### config.mk
export PLATFORM = sky130hd
export DESIGN_NAME = vga_sync_gen_flat
export DESIGN_NICKNAME = d
export VERILOG_FILES = /design/src/rtl/vga_sync_gen_if.sv /design/src/rtl/vga_sync_gen.sv /design/src/flat_wrapper.sv
export SDC_FILE = /design/constraint.sdc
export NUM_CORES = 1
export LEC_CHECK = 0
export BUFFER_PORTS_ARGS = -buffer_cell sky130_fd_sc_hd__buf_4
export CORE_MARGIN = 3
export CORE_UTILIZATION = 60
export DETAILED_ROUTE_END_ITERATION = 16
export GPL_TIMING_DRIVEN = 0
export PLACE_DENSITY = 0.83
export SLEW_MARGIN = 25
export SYNTH_ARGS = -nofsm -noshare
export SYNTH_HDL_FRONTEND = slang
export SYNTH_SLANG_ARGS = --single-unit
### constraint.sdc
create_clock -name clk_d -period 3.25 [get_ports clk_d]
set_clock_uncertainty 0.2 [all_clocks]
set_input_delay 0 -clock clk_d [delete_from_list [all_inputs] [get_ports clk_d]]
set_output_delay 0 -clock clk_d [all_outputs]
set_load 0.01 [all_outputs]
### src/rtl/vga_sync_gen_if.sv
// vga_sync_gen_if: raster timing outputs shared between the sync generator and the pixel generator
interface vga_sync_gen_if;
  logic p_tick;
  logic [9:0] pixel_x;
  logic [9:0] pixel_y;
  logic video_on;
  logic hsync;
  logic vsync;
  logic frame_tick;
  modport master(output p_tick, pixel_x, pixel_y, video_on, hsync, vsync, frame_tick);
  modport slave(input p_tick, pixel_x, pixel_y, video_on, hsync, vsync, frame_tick);
endinterface

### src/rtl/vga_sync_gen.sv
// vga_sync_gen: pixel-rate divider plus horizontal/vertical raster counters with registered sync, blanking and frame strobe
module vga_sync_gen #(
  parameter int CLK_DIV   = 4,
  parameter int H_DISPLAY = 640,
  parameter int H_FRONT   = 16,
  parameter int H_SYNC    = 96,
  parameter int H_BACK    = 48,
  parameter int V_DISPLAY = 480,
  parameter int V_FRONT   = 10,
  parameter int V_SYNC    = 2,
  parameter int V_BACK    = 33
) (
  input logic clk_d,
  input logic reset,
  vga_sync_gen_if.master vga
);
  localparam int H_TOTAL = H_DISPLAY + H_FRONT + H_SYNC + H_BACK;
  localparam int V_TOTAL = V_DISPLAY + V_FRONT + V_SYNC + V_BACK;
  localparam logic [3:0] D_MAX = 4'(CLK_DIV - 1);
  localparam logic [9:0] H_MAX = 10'(H_TOTAL - 1);
  localparam logic [9:0] V_MAX = 10'(V_TOTAL - 1);
  localparam logic [9:0] H_VIS = 10'(H_DISPLAY);
  localparam logic [9:0] V_VIS = 10'(V_DISPLAY);
  localparam logic [9:0] V_LAST_VIS = 10'(V_DISPLAY - 1);
  localparam logic [9:0] HS_START = 10'(H_DISPLAY + H_FRONT);
  localparam logic [9:0] HS_END = 10'(H_DISPLAY + H_FRONT + H_SYNC - 1);
  localparam logic [9:0] VS_START = 10'(V_DISPLAY + V_FRONT);
  localparam logic [9:0] VS_END = 10'(V_DISPLAY + V_FRONT + V_SYNC - 1);
  logic [3:0] div;
  logic [9:0] x, y, x_nxt, y_nxt;
  logic p_tick, h_wrap, hs, vs, von, ft;
  assign p_tick = div == D_MAX;
  assign h_wrap = p_tick && x == H_MAX;
  // Wraps are explicit compares so the adders never roll over
  always_comb begin
    x_nxt = p_tick ? (h_wrap ? '0 : x + 10'd1) : x;
    y_nxt = h_wrap ? (y == V_MAX ? '0 : y + 10'd1) : y;
  end
  always_ff @(posedge clk_d) begin
    if (reset) begin
      div <= '0;
      x   <= '0;
      y   <= '0;
      hs  <= 1'b1;
      vs  <= 1'b1;
      von <= 1'b1;
      ft  <= 1'b0;
    end else begin
      div <= p_tick ? '0 : div + 4'd1;
      x   <= x_nxt;
      y   <= y_nxt;
      hs  <= !(x_nxt >= HS_START && x_nxt <= HS_END);
      vs  <= !(y_nxt >= VS_START && y_nxt <= VS_END);
      von <= x_nxt < H_VIS && y_nxt < V_VIS;
      ft  <= h_wrap && y == V_LAST_VIS;
    end
  end
  assign vga.p_tick     = p_tick;
  assign vga.pixel_x    = x;
  assign vga.pixel_y    = y;
  assign vga.video_on   = von;
  assign vga.hsync      = hs;
  assign vga.vsync      = vs;
  assign vga.frame_tick = ft;
endmodule
### src/flat_wrapper.sv
// flat-port wrapper written by rule: the top's interface ports become plain ports
module vga_sync_gen_flat 
#(
  parameter int CLK_DIV   = 4,
  parameter int H_DISPLAY = 640,
  parameter int H_FRONT   = 16,
  parameter int H_SYNC    = 96,
  parameter int H_BACK    = 48,
  parameter int V_DISPLAY = 480,
  parameter int V_FRONT   = 10,
  parameter int V_SYNC    = 2,
  parameter int V_BACK    = 33
)
  (clk_d, reset, vga_p_tick, vga_pixel_x, vga_pixel_y, vga_video_on, vga_hsync, vga_vsync, vga_frame_tick);
  vga_sync_gen_if vga_i ();
  input logic clk_d;
  input logic reset;
  output wire logic [$bits(vga_i.p_tick)-1:0] vga_p_tick;
  output wire logic [$bits(vga_i.pixel_x)-1:0] vga_pixel_x;
  output wire logic [$bits(vga_i.pixel_y)-1:0] vga_pixel_y;
  output wire logic [$bits(vga_i.video_on)-1:0] vga_video_on;
  output wire logic [$bits(vga_i.hsync)-1:0] vga_hsync;
  output wire logic [$bits(vga_i.vsync)-1:0] vga_vsync;
  output wire logic [$bits(vga_i.frame_tick)-1:0] vga_frame_tick;
  assign vga_p_tick = vga_i.p_tick;
  assign vga_pixel_x = vga_i.pixel_x;
  assign vga_pixel_y = vga_i.pixel_y;
  assign vga_video_on = vga_i.video_on;
  assign vga_hsync = vga_i.hsync;
  assign vga_vsync = vga_i.vsync;
  assign vga_frame_tick = vga_i.frame_tick;
  vga_sync_gen #(.CLK_DIV(CLK_DIV), .H_DISPLAY(H_DISPLAY), .H_FRONT(H_FRONT), .H_SYNC(H_SYNC), .H_BACK(H_BACK), .V_DISPLAY(V_DISPLAY), .V_FRONT(V_FRONT), .V_SYNC(V_SYNC), .V_BACK(V_BACK)) u_core (.clk_d(clk_d), .reset(reset), .vga(vga_i));
endmodule
==> results of run 1 <==
-- cell families after synthesis --
family / after synthesis / share of synthesized area, %
xor+xnor: 9 / 4.71
mux: 2 / 1.19
simple gates: 90 / 31.8
fa+ha+maj: 4 / 2.99
flops: 28 / 33.5
compound gates: 39 / 16.2
buf+inv: 21 / 9.63
-- power breakdown --
| part | leakage, µW | internal (µW) | switching (µW) | total (µW) |
|---|---|---|---|---|
| combinational | 0.000512 | 12.8 | 18.2 | 31.0 |
| sequential | 0.000226 | 348 | 4.33 | 352 |
| clock | 0.0000279 | 125 | 115 | 239 |
| total | 0.000766 | 486 | 137 | 623 |
-- worst max-delay path: stages (launching register included) --
cell and delay [ps]:
dfxtp_1 390, ha_1 200, or3b_4 440, clkinv_4 90, and4_2 270, nand3b_1 140, a2111oi_2 380, nand4_1 130
-- routing by layer --
layer  up-vias  GRT usage (%)  routed length, µm
li1        760              -                  -
met1       736           34.4               1750
met2        70           40.5               1910
met3         5           4.82                325
met4         0           8.74                 47
met5         -              0                  0
-- registers in the layout, summed over array words and instances (netlist names) --
signal and count:
u_core.vga.pixel_x 10, u_core.vga.pixel_y 10, u_core.div 4, u_core.vga.frame_tick 1
u_core.vga.hsync 1, u_core.vga.video_on 1, u_core.vga.vsync 1
-- final timing paths --
path | slack (ps) | cells after the start | to | from
hold / removal | 250 | 3 | u_core.vga.pixel_x[3]$_SDFF_PP0_ | reset
setup reg to reg | 890 | 7 | u_core.vga.vsync$_SDFF_PP1_ | u_core.div[0]$_SDFF_PP0_
setup / recovery | 890 | 7 | u_core.vga.vsync$_SDFF_PP1_ | u_core.div[0]$_SDFF_PP0_
hold reg to reg | 280 | 1 | u_core.div[0]$_SDFF_PP0_ | u_core.div[0]$_SDFF_PP0_
-- per-stage QoR --
step	cell area (µm²)	power [µW]	util, %	hold slack [ps]
floorplan	1680	379	-	22.7
global placement	1900	387	74.0	54.3
detailed placement	1900	389	74.0	61.9
CTS	1960	623	76.5	246
global route	1960	645	76.5	240
finish	1960	623	76.5	249
-- placed cells by master (no fill, tap or decap), drive strengths merged, types with 4 or more instances in the layout --
cell / n
o21ai: 8
ha: 4
and4: 4
and3: 6
clkbuf: 10
nor3: 8
buf: 33
inv: 5
a21oi: 12
nor2: 19
nand2: 14
nand4: 9
xor2: 7
dfxtp: 28
nand3: 11
-- area by class of cell --
type / instances / area, µm²
Clock inverter: 1 / 30.0
Inverter: 6 / 27.5
Sequential cell: 28 / 561
Multi-Input combinational cell: 144 / 953
Clock buffer: 3 / 22.5
Timing Repair Buffer: 26 / 198
Fill cell: 194 / 604
Buffer: 15 / 134
Tap cell: 30 / 37.5
==> flow_summary.toml, run 1 <==
[worst_setup_path]
crit_fanout = 6
crit_required_ps = 3280
arrival_ps = 2390
startpoint_type = "register"
crit_type = "register to register"
critPathCaptureType = "register"

[floorplan]
die_h_um = 58.8
rows = 18
coreArea_um2 = 2570
die_area_um2 = 3460
io_pins = 27
start_util_pct = 65.3
die_x_um = 58.8

[route]
avgViaCountPerCell = 6.21
drt_iter0_markers = 128
drtAntennaViolNets = 0
wl_um = 4030
vias = 1571
post_drt_wl_per_cell_um = 15.9
drc = 0
drt_first_pass_iters = 4

[final_layout]
antennaDiodeCount = 0
drive_gt1_share_pct = 26.0
nets = 230
area.growth.synth_to_final_pct = 17.2
finalNonFillerCells = 253

[placement]
pre_cts_slack_ps = 899
dp.cells = 248
io_buffers = 25
dp_hpwl_um = 2890
gp_congestion = 0.907

[clocking]
clk_path_buf_depth = 2
cts_hold_buf = 1
clock-sinks = 28
cts_resized = 0
insertion_delay_ps = 340
cts_made_buffers = 3
tritoncts = "yes"
clockRootBuffer = "clkbuf_4"
cts_setup_buffers = 0
htreeDepth = 1
path_clk_slew_ps = 160

[pwr]
cellPowerDensity_nw_per_um2 = 317
ir_worst_vdd_v = 0.000298
p_leak_uw = 0.000766

[sta]
finalSetupViolations = 0
worstMarginPinSlew_ps = 584
slew_headroom_pct = 61.1
fmax_mhz = 425
fin_ws_ps = 894
setup_tns_ps = 0
min_period_ps = 2360
hold_viol = 0
post-route-period-util_pct = 72.5
rsz0062_at_grt = "no"
maxSlewViolCount = 0

[status]
status = "finished, final reports clean"

[logic_synthesis]
yosysUniqueCellTypes = 56
synth_edf_count = 0
syn_area_um2 = 1680
ys_seq_area_share_pct = 33.5
synth_top_area_share_pct = 33.5
synth-seq-cells = 28
postSynth.asyncResetShare_pct = 0
synth_ff_type = "dfxtp_1"
yosysWarnings = 0
synth.largest_area_cell = "dfxtp_1"
yosys-top-cells-count = "dfxtp_1 (28), nor2_1 (19), nand2_1 (14), a21oi_1 (11), nand3_1 (11)"
synthesis.nets = 199
synthCells = 193
synth_most_common_cell = "dfxtp_1"
synth_area_leaders = "dfxtp_1 (33%), nor2_1 (4.3%), xor2_1 (3.7%)"
synth_area_per_cell_um2 = 8.68

[global_route]
grt_pass1_wl_um = 6890
grt_pass1_vias = 1472
grt_max_degree = 17
antenna_found_initial = 0
grt-ovfl-total = 0
grt_use_total_pct = 25.5

[run]
drv_cap = 0

[min_path]
hold_path.class = "primary input to register"
(Power assumes the default switching activity.)
==> inputs of run 2 (changes only) <==
--- a/config.mk
+++ b/config.mk
@@ -5,12 +5,13 @@
 export SDC_FILE = /design/constraint.sdc
 export NUM_CORES = 1
 export LEC_CHECK = 0
+export ABC_AREA = 1
 export BUFFER_PORTS_ARGS = -buffer_cell sky130_fd_sc_hd__buf_4
 export CORE_MARGIN = 3
-export CORE_UTILIZATION = 60
+export CORE_UTILIZATION = 56
 export DETAILED_ROUTE_END_ITERATION = 16
 export GPL_TIMING_DRIVEN = 0
-export PLACE_DENSITY = 0.83
+export PLACE_DENSITY = 0.78
 export SLEW_MARGIN = 25
 export SYNTH_ARGS = -nofsm -noshare
 export SYNTH_HDL_FRONTEND = slang
==> constraint.sdc (replaced) <==
create_clock -name clk_d -period 2.31 [get_ports clk_d]
set_clock_uncertainty 0.2 [all_clocks]
set_input_delay 0 -clock clk_d [delete_from_list [all_inputs] [get_ports clk_d]]
set_output_delay 0 -clock clk_d [all_outputs]
set_load 0.01 [all_outputs]
==> run 2 against run 1 <==
Effect of this change:
- cell count increased by 28%
- count of clock-buffer cells in the layout increased by 1
- critical path depth increased by 3
- area after synthesis increased by 2.3%
- critical path type unchanged
- setup slack got worse by 580 ps
- wire length decreased by 5.9%
- largest power group unchanged
- sequential power increased by 41%
- flip-flop and latch count unchanged
- non-clock buffer count decreased by 11
- maximum frequency increased by 18%
==> flow_summary.toml, run 2 <==
[status]
status = "finished, final reports clean"

[clocking]
htreeDepth = 1
cts_made_buffers = 3
cts_setup_buffers = 0
cts_hold_buf = 1
tritoncts = "yes"
clockRootBuffer = "clkbuf_4"
clock-sinks = 28
clk_path_buf_depth = 2
path_clk_slew_ps = 150
cts_resized = 0
insertion_delay_ps = 330

[logic_synthesis]
synth_most_common_cell = "nand2_1"
yosys-top-cells-count = "nand2_1 (70), nor2_1 (45), inv_1 (31), dfxtp_1 (28), nand3_1 (20)"
synth_top_area_share_pct = 32.7
synth_ff_type = "dfxtp_1"
yosysWarnings = 0
synth_area_leaders = "dfxtp_1 (33%), nand2_1 (15%), nor2_1 (9.9%)"
synth_area_per_cell_um2 = 6.54
ys_seq_area_share_pct = 32.7
syn_area_um2 = 1710
yosysUniqueCellTypes = 33
synthesis.nets = 268
postSynth.asyncResetShare_pct = 0
synth-seq-cells = 28
synthCells = 262
synth.largest_area_cell = "dfxtp_1"
synth_edf_count = 0

[worst_setup_path]
crit_fanout = 6
rr_startpoint = "u_core.vga.pixel_x[0]$_SDFF_PP0_"
worst_path_most_repeated_cell = "nor2_1"
slowest_delay_ps = 430
ff2ff_path_depth = 10
slowest_stage = "dfxtp_1"
startpoint_type = "register"
arrival_ps = 2030
r2r_end = "u_core.vga.vsync$_SDFF_PP1_"
critPathCaptureType = "register"
path_delay_family = "simple AND/OR/NAND/NOR gates"
crit_type = "register to register"
cp.buffers_inverters = 1
r2r_setup_slack_ps = 310
crit_required_ps = 2340
crit_chain = "ha_1 -> nand3_4 -> inv_2 -> nand3_4 -> nor2_4 -> nor2_1 -> nor2_1 -> nand2_1 -> nor2_1 -> nand3_1"

[pwr]
p_total_uw = 784
intPower_uw = 604
p_sw_uw = 180
p_leak_uw = 0.000904
pwr-share-seq_pct = 63.3
clkPwrFrac_pct = 30.5
cellPowerDensity_nw_per_um2 = 393
sw_frac_of_total_pct = 23.0
combPwrFrac_pct = 6.2
ir_worst_vdd_v = 0.000441

[route]
vias = 1712
drt_iter0_markers = 101
wl_um = 3800
drtAntennaViolNets = 0
drc = 0
drt_first_pass_iters = 4
post_drt_wl_per_cell_um = 11.7
avgViaCountPerCell = 5.28

[final_layout]
final_cell_mix = "nand2_1 (70), nor2_1 (45), inv_1 (31)"
postLayoutCellArea_um2 = 1990
final_common_cell = "nand2_1"
antennaDiodeCount = 0
finalNonFillerCells = 324
drive_gt1_share_pct = 21.2
area.growth.synth_to_final_pct = 16.4
nets = 300

[global_route]
antenna_found_initial = 0
grt_max_degree = 16
grt_pass1_wl_um = 6290
grt_pass1_vias = 1458
grt-ovfl-total = 0
grt_use_total_pct = 22.2

[floorplan]
die_h_um = 61.3
die_x_um = 61.3
io_pins = 27
coreArea_um2 = 2830
rows = 19
die_area_um2 = 3760
start_util_pct = 60.6

[sta]
slew_headroom_pct = 63.3
worstMarginPinSlew_ps = 551
hold_viol = 0
setup_tns_ps = 0
maxSlewViolCount = 0
whs_ps = 256
min_period_ps = 2000
rsz0062_at_grt = "no"
fmax_mhz = 501
finalSetupViolations = 0
post-route-period-util_pct = 86.4

[placement]
placed_area_um2 = 1950
gp_congestion = 0.861
io_buffers = 26
dp_hpwl_um = 2960
dp.cells = 319

[run]
drv_cap = 0

[min_path]
hold_path.class = "register to register"
whs_endpoint = "u_core.div[0]$_SDFF_PP0_"
hold_depth = 1
min_from = "u_core.div[0]$_SDFF_PP0_"
run 2: how the worst max path moves through the flow:
stage	startpoint	to	slack [ps]	cells after the start
after floorplan	u_core.vga.pixel_x[0]$_SDFF_PP0_	u_core.vga.vsync$_SDFF_PP1_	510	10
after global placement	u_core.vga.pixel_x[0]$_SDFF_PP0_	u_core.vga.vsync$_SDFF_PP1_	350	10
after detailed placement	u_core.vga.pixel_x[0]$_SDFF_PP0_	u_core.vga.vsync$_SDFF_PP1_	340	10
after CTS	u_core.vga.pixel_y[0]$_SDFF_PP0_	u_core.vga.video_on$_SDFF_PP1_	320	12
after global routing	u_core.vga.pixel_y[0]$_SDFF_PP0_	u_core.vga.video_on$_SDFF_PP1_	80	12
final	u_core.vga.pixel_x[0]$_SDFF_PP0_	u_core.vga.vsync$_SDFF_PP1_	310	10
run 2: power by group through the flow:
stage	registers, µW	logic, µW	clock network, µW
finish	496	48.7	239
floorplan	506	33.1	0
global route	498	53.7	261
global placement	507	47.2	0
CTS	497	48.9	251
detailed placement	507	47.6	0
run 2: kinds of logic (layout without fill, tap and decap cells):
group | after synthesis | after routing | share of synthesized area [%]
AOI/OAI and AO/OA | 14 | 14 | 4.74
xor gates and xnor gates | 1 | 1 | 0.511
adders and majority gates | 4 | 4 | 2.92
buffers and inverters | 42 | 73 | 9.56
DFF | 28 | 28 | 32.7
and+or+nand+nor | 173 | 173 | 49.6
run 2: stage by stage:
step	worst slack (ps)	util [%]
after CTS	321	70.5
after global placement	351	68.9
after floorplan	511	-
after global routing	81.6	70.5
after detailed placement	336	68.9
final	314	70.5
run 2: final cells by class:
type / instances / area [µm²]
Fill cell: 250 / 835
Inverter: 39 / 150
Sequential cell: 28 / 561
Multi-Input combinational cell: 192 / 990
Timing Repair Buffer: 27 / 205
Clock buffer: 4 / 36.3
Buffer: 3 / 13.8
Tap cell: 31 / 38.8
run 2: routing by layer:
layer / vias up / GRT usage [%] / wire [µm]
met5: - / 0 / 0
met4: 0 / 3.72 / 36
met3: 6 / 4.82 / 265
met2: 49 / 36.0 / 1720
met1: 758 / 30.7 / 1770
li1: 899 / - / -
==> inputs of run 3 (changes only) <==
--- a/config.mk
+++ b/config.mk
@@ -5,7 +5,6 @@
 export SDC_FILE = /design/constraint.sdc
 export NUM_CORES = 1
 export LEC_CHECK = 0
-export ABC_AREA = 1
 export BUFFER_PORTS_ARGS = -buffer_cell sky130_fd_sc_hd__buf_4
 export CORE_MARGIN = 3
 export CORE_UTILIZATION = 56
==> run 3 against run 2 <==
Effect of this change:
- wire length up 0.37%
- critical path type unchanged
- utilization down 0.34 points
- first-iteration DRC count up 26%
- via count down 8.9%
- cell area down 1.3%
- combinational power down 11%
==> flow_summary.toml, run 3 (synthesized netlist as in run 1, its figures left out) <==
[status]
status = "finished, final reports clean"

[route]
drtAntennaViolNets = 0
post_drt_wl_per_cell_um = 14.9
drc = 0
wl_um = 3810
drt_iter0_markers = 127
vias = 1560
avgViaCountPerCell = 6.12
drt_first_pass_iters = 4

[worst_setup_path]
rr_startpoint = "u_core.vga.pixel_x[0]$_SDFF_PP0_"
slowest_delay_ps = 410
startpoint_type = "register"
slowest_stage = "dfxtp_1"
arrival_ps = 2220
crit_required_ps = 2330
crit_type = "register to register"
r2r_end = "u_core.vga.video_on$_SDFF_PP1_"
critPathCaptureType = "register"
crit_fanout = 8
critPathLaunch = "u_core.vga.pixel_x[0]$_SDFF_PP0_"
crit_chain = "ha_1 -> and3_2 -> and2_1 -> buf_2 -> a31o_2 -> a2111oi_2 -> a211oi_1"
endpoint = "u_core.vga.video_on$_SDFF_PP1_"
r2r_setup_slack_ps = 110
ff2ff_path_depth = 7

[floorplan]
rows = 19
die_h_um = 60.7
start_util_pct = 59.7
die_x_um = 60.7
die_area_um2 = 3680
coreArea_um2 = 2810
io_pins = 27

[sta]
maxSlewViolCount = 0
setup_tns_ps = 0
slew_headroom_pct = 66.4
hold_viol = 0
post-route-period-util_pct = 95.2
worstMarginPinSlew_ps = 504
fin_ws_ps = 110
fmax_mhz = 455
rsz0062_at_grt = "no"
min_period_ps = 2200
finalSetupViolations = 0

[global_route]
antenna_found_initial = 0
grt_pass1_vias = 1388
grt_use_total_pct = 21.9
grt_pass1_wl_um = 6190
grt_max_degree = 16
grt-ovfl-total = 0

[placement]
gp_congestion = 0.871
dp.cells = 249
dp_hpwl_um = 2790
pre_cts_slack_ps = -1.17
io_buffers = 25

[run]
drv_cap = 0

[clocking]
tritoncts = "yes"
insertion_delay_ps = 320
htreeDepth = 1
clockRootBuffer = "clkbuf_4"
clk_path_buf_depth = 2
path_clk_slew_ps = 140
clock-sinks = 28
cts_made_buffers = 3

[final_layout]
nets = 231
drive_gt1_share_pct = 27.7
finalNonFillerCells = 255
final_cell_mix = "buf_4 (27), dfxtp_1 (27), nor2_1 (19)"
fin_util_pct = 70.2
area.growth.synth_to_final_pct = 17.5
antennaDiodeCount = 0

[pwr]
pwr-share-seq_pct = 64.2
p_sw_uw = 166
clkPwrFrac_pct = 30.2
ir_worst_vdd_v = 0.000279
combPwrFrac_pct = 5.6
p_leak_uw = 0.000762
sw_frac_of_total_pct = 21.6
intPower_uw = 605
cellPowerDensity_nw_per_um2 = 392

[min_path]
hold_path.class = "register to register"
run 3: changes by cell type in the layout (fill, tap and decap cells not counted), moves of 5 or more:
| cell | change |
|---|---|
| nor3_1 | +5 |
| nand2_1 | -56 |
| nor2_4 | -5 |
| nand3_1 | -9 |
| a21oi_1 | +6 |
| inv_2 | -6 |
| nor2_2 | -5 |
| inv_1 | -26 |
| nor2_1 | -26 |
| xor2_1 | +6 |
| buf_6 | +6 |
run 3: worst min path at each step:
stage / from / to / slack, ps / cells past startpoint
after floorplan: reset / u_core.vga.pixel_x[3]$_SDFF_PP0_ / 20 / 2
after global placement: reset / u_core.vga.pixel_x[3]$_SDFF_PP0_ / 40 / 2
after detailed placement: reset / u_core.vga.pixel_x[3]$_SDFF_PP0_ / 50 / 2
after CTS: u_core.div[0]$_SDFF_PP0_ / u_core.div[0]$_SDFF_PP0_ / 240 / 1
after global routing: u_core.div[0]$_SDFF_PP0_ / u_core.div[0]$_SDFF_PP0_ / 260 / 1
final: u_core.div[0]$_SDFF_PP0_ / u_core.div[0]$_SDFF_PP0_ / 230 / 1
run 3: power groups by stage:
stage	clock [µW]	combinational [µW]	sequential, µW
global route	265	47.7	496
CTS	242	41.6	495
global placement	0	39.2	505
detailed placement	0	40.1	505
finish	233	43.1	495
floorplan	0	28.1	505
run 3: what timing repair did:
action,CTS,global route
hold buffers,1,0
setup endpoints to repair,2,2
pin swaps,0,2
endpoints found under the hold margin,8,0
resized for setup,1,3
setup buffers,0,1
run 3: layout make-up:
type                    count  area [µm²]
well taps                  31        38.8
plain buffers              15         138
multi-input cells         144         961
flip-flops and latches     28         562
clock buffers               4        36.3
repair buffers             27         205
inverters                   6        27.5
fillers                   231         837
run 3: metrics by stage:
| step | total power, µW | hold WS (ps) | instance area, µm² |
|---|---|---|---|
| final | 771 | 234 | 1970 |
| after floorplan | 533 | 22.7 | 1680 |
| after CTS | 779 | 240 | 1950 |
| after global routing | 809 | 265 | 1970 |
| after global placement | 544 | 39.7 | 1900 |
| after detailed placement | 545 | 50.9 | 1900 |
run 3: metal layers:
metal  GRT usage (%)  part of all wire, %  vias to the layer above
met5               0                    0                        -
met2            38.6                   51                       50
met4            6.81                 0.76                        0
met3            2.55                  4.9                        4
li1                -                    -                      765
met1            27.8                   44                      741
run 3: worst max-delay path: cells and delay by family (launching register included):
family | cells | cell delay [ps]
buf+inv | 1 | 150
compound gates | 3 | 630
flops | 1 | 410
simple gates | 2 | 430
fa+ha+maj | 1 | 270
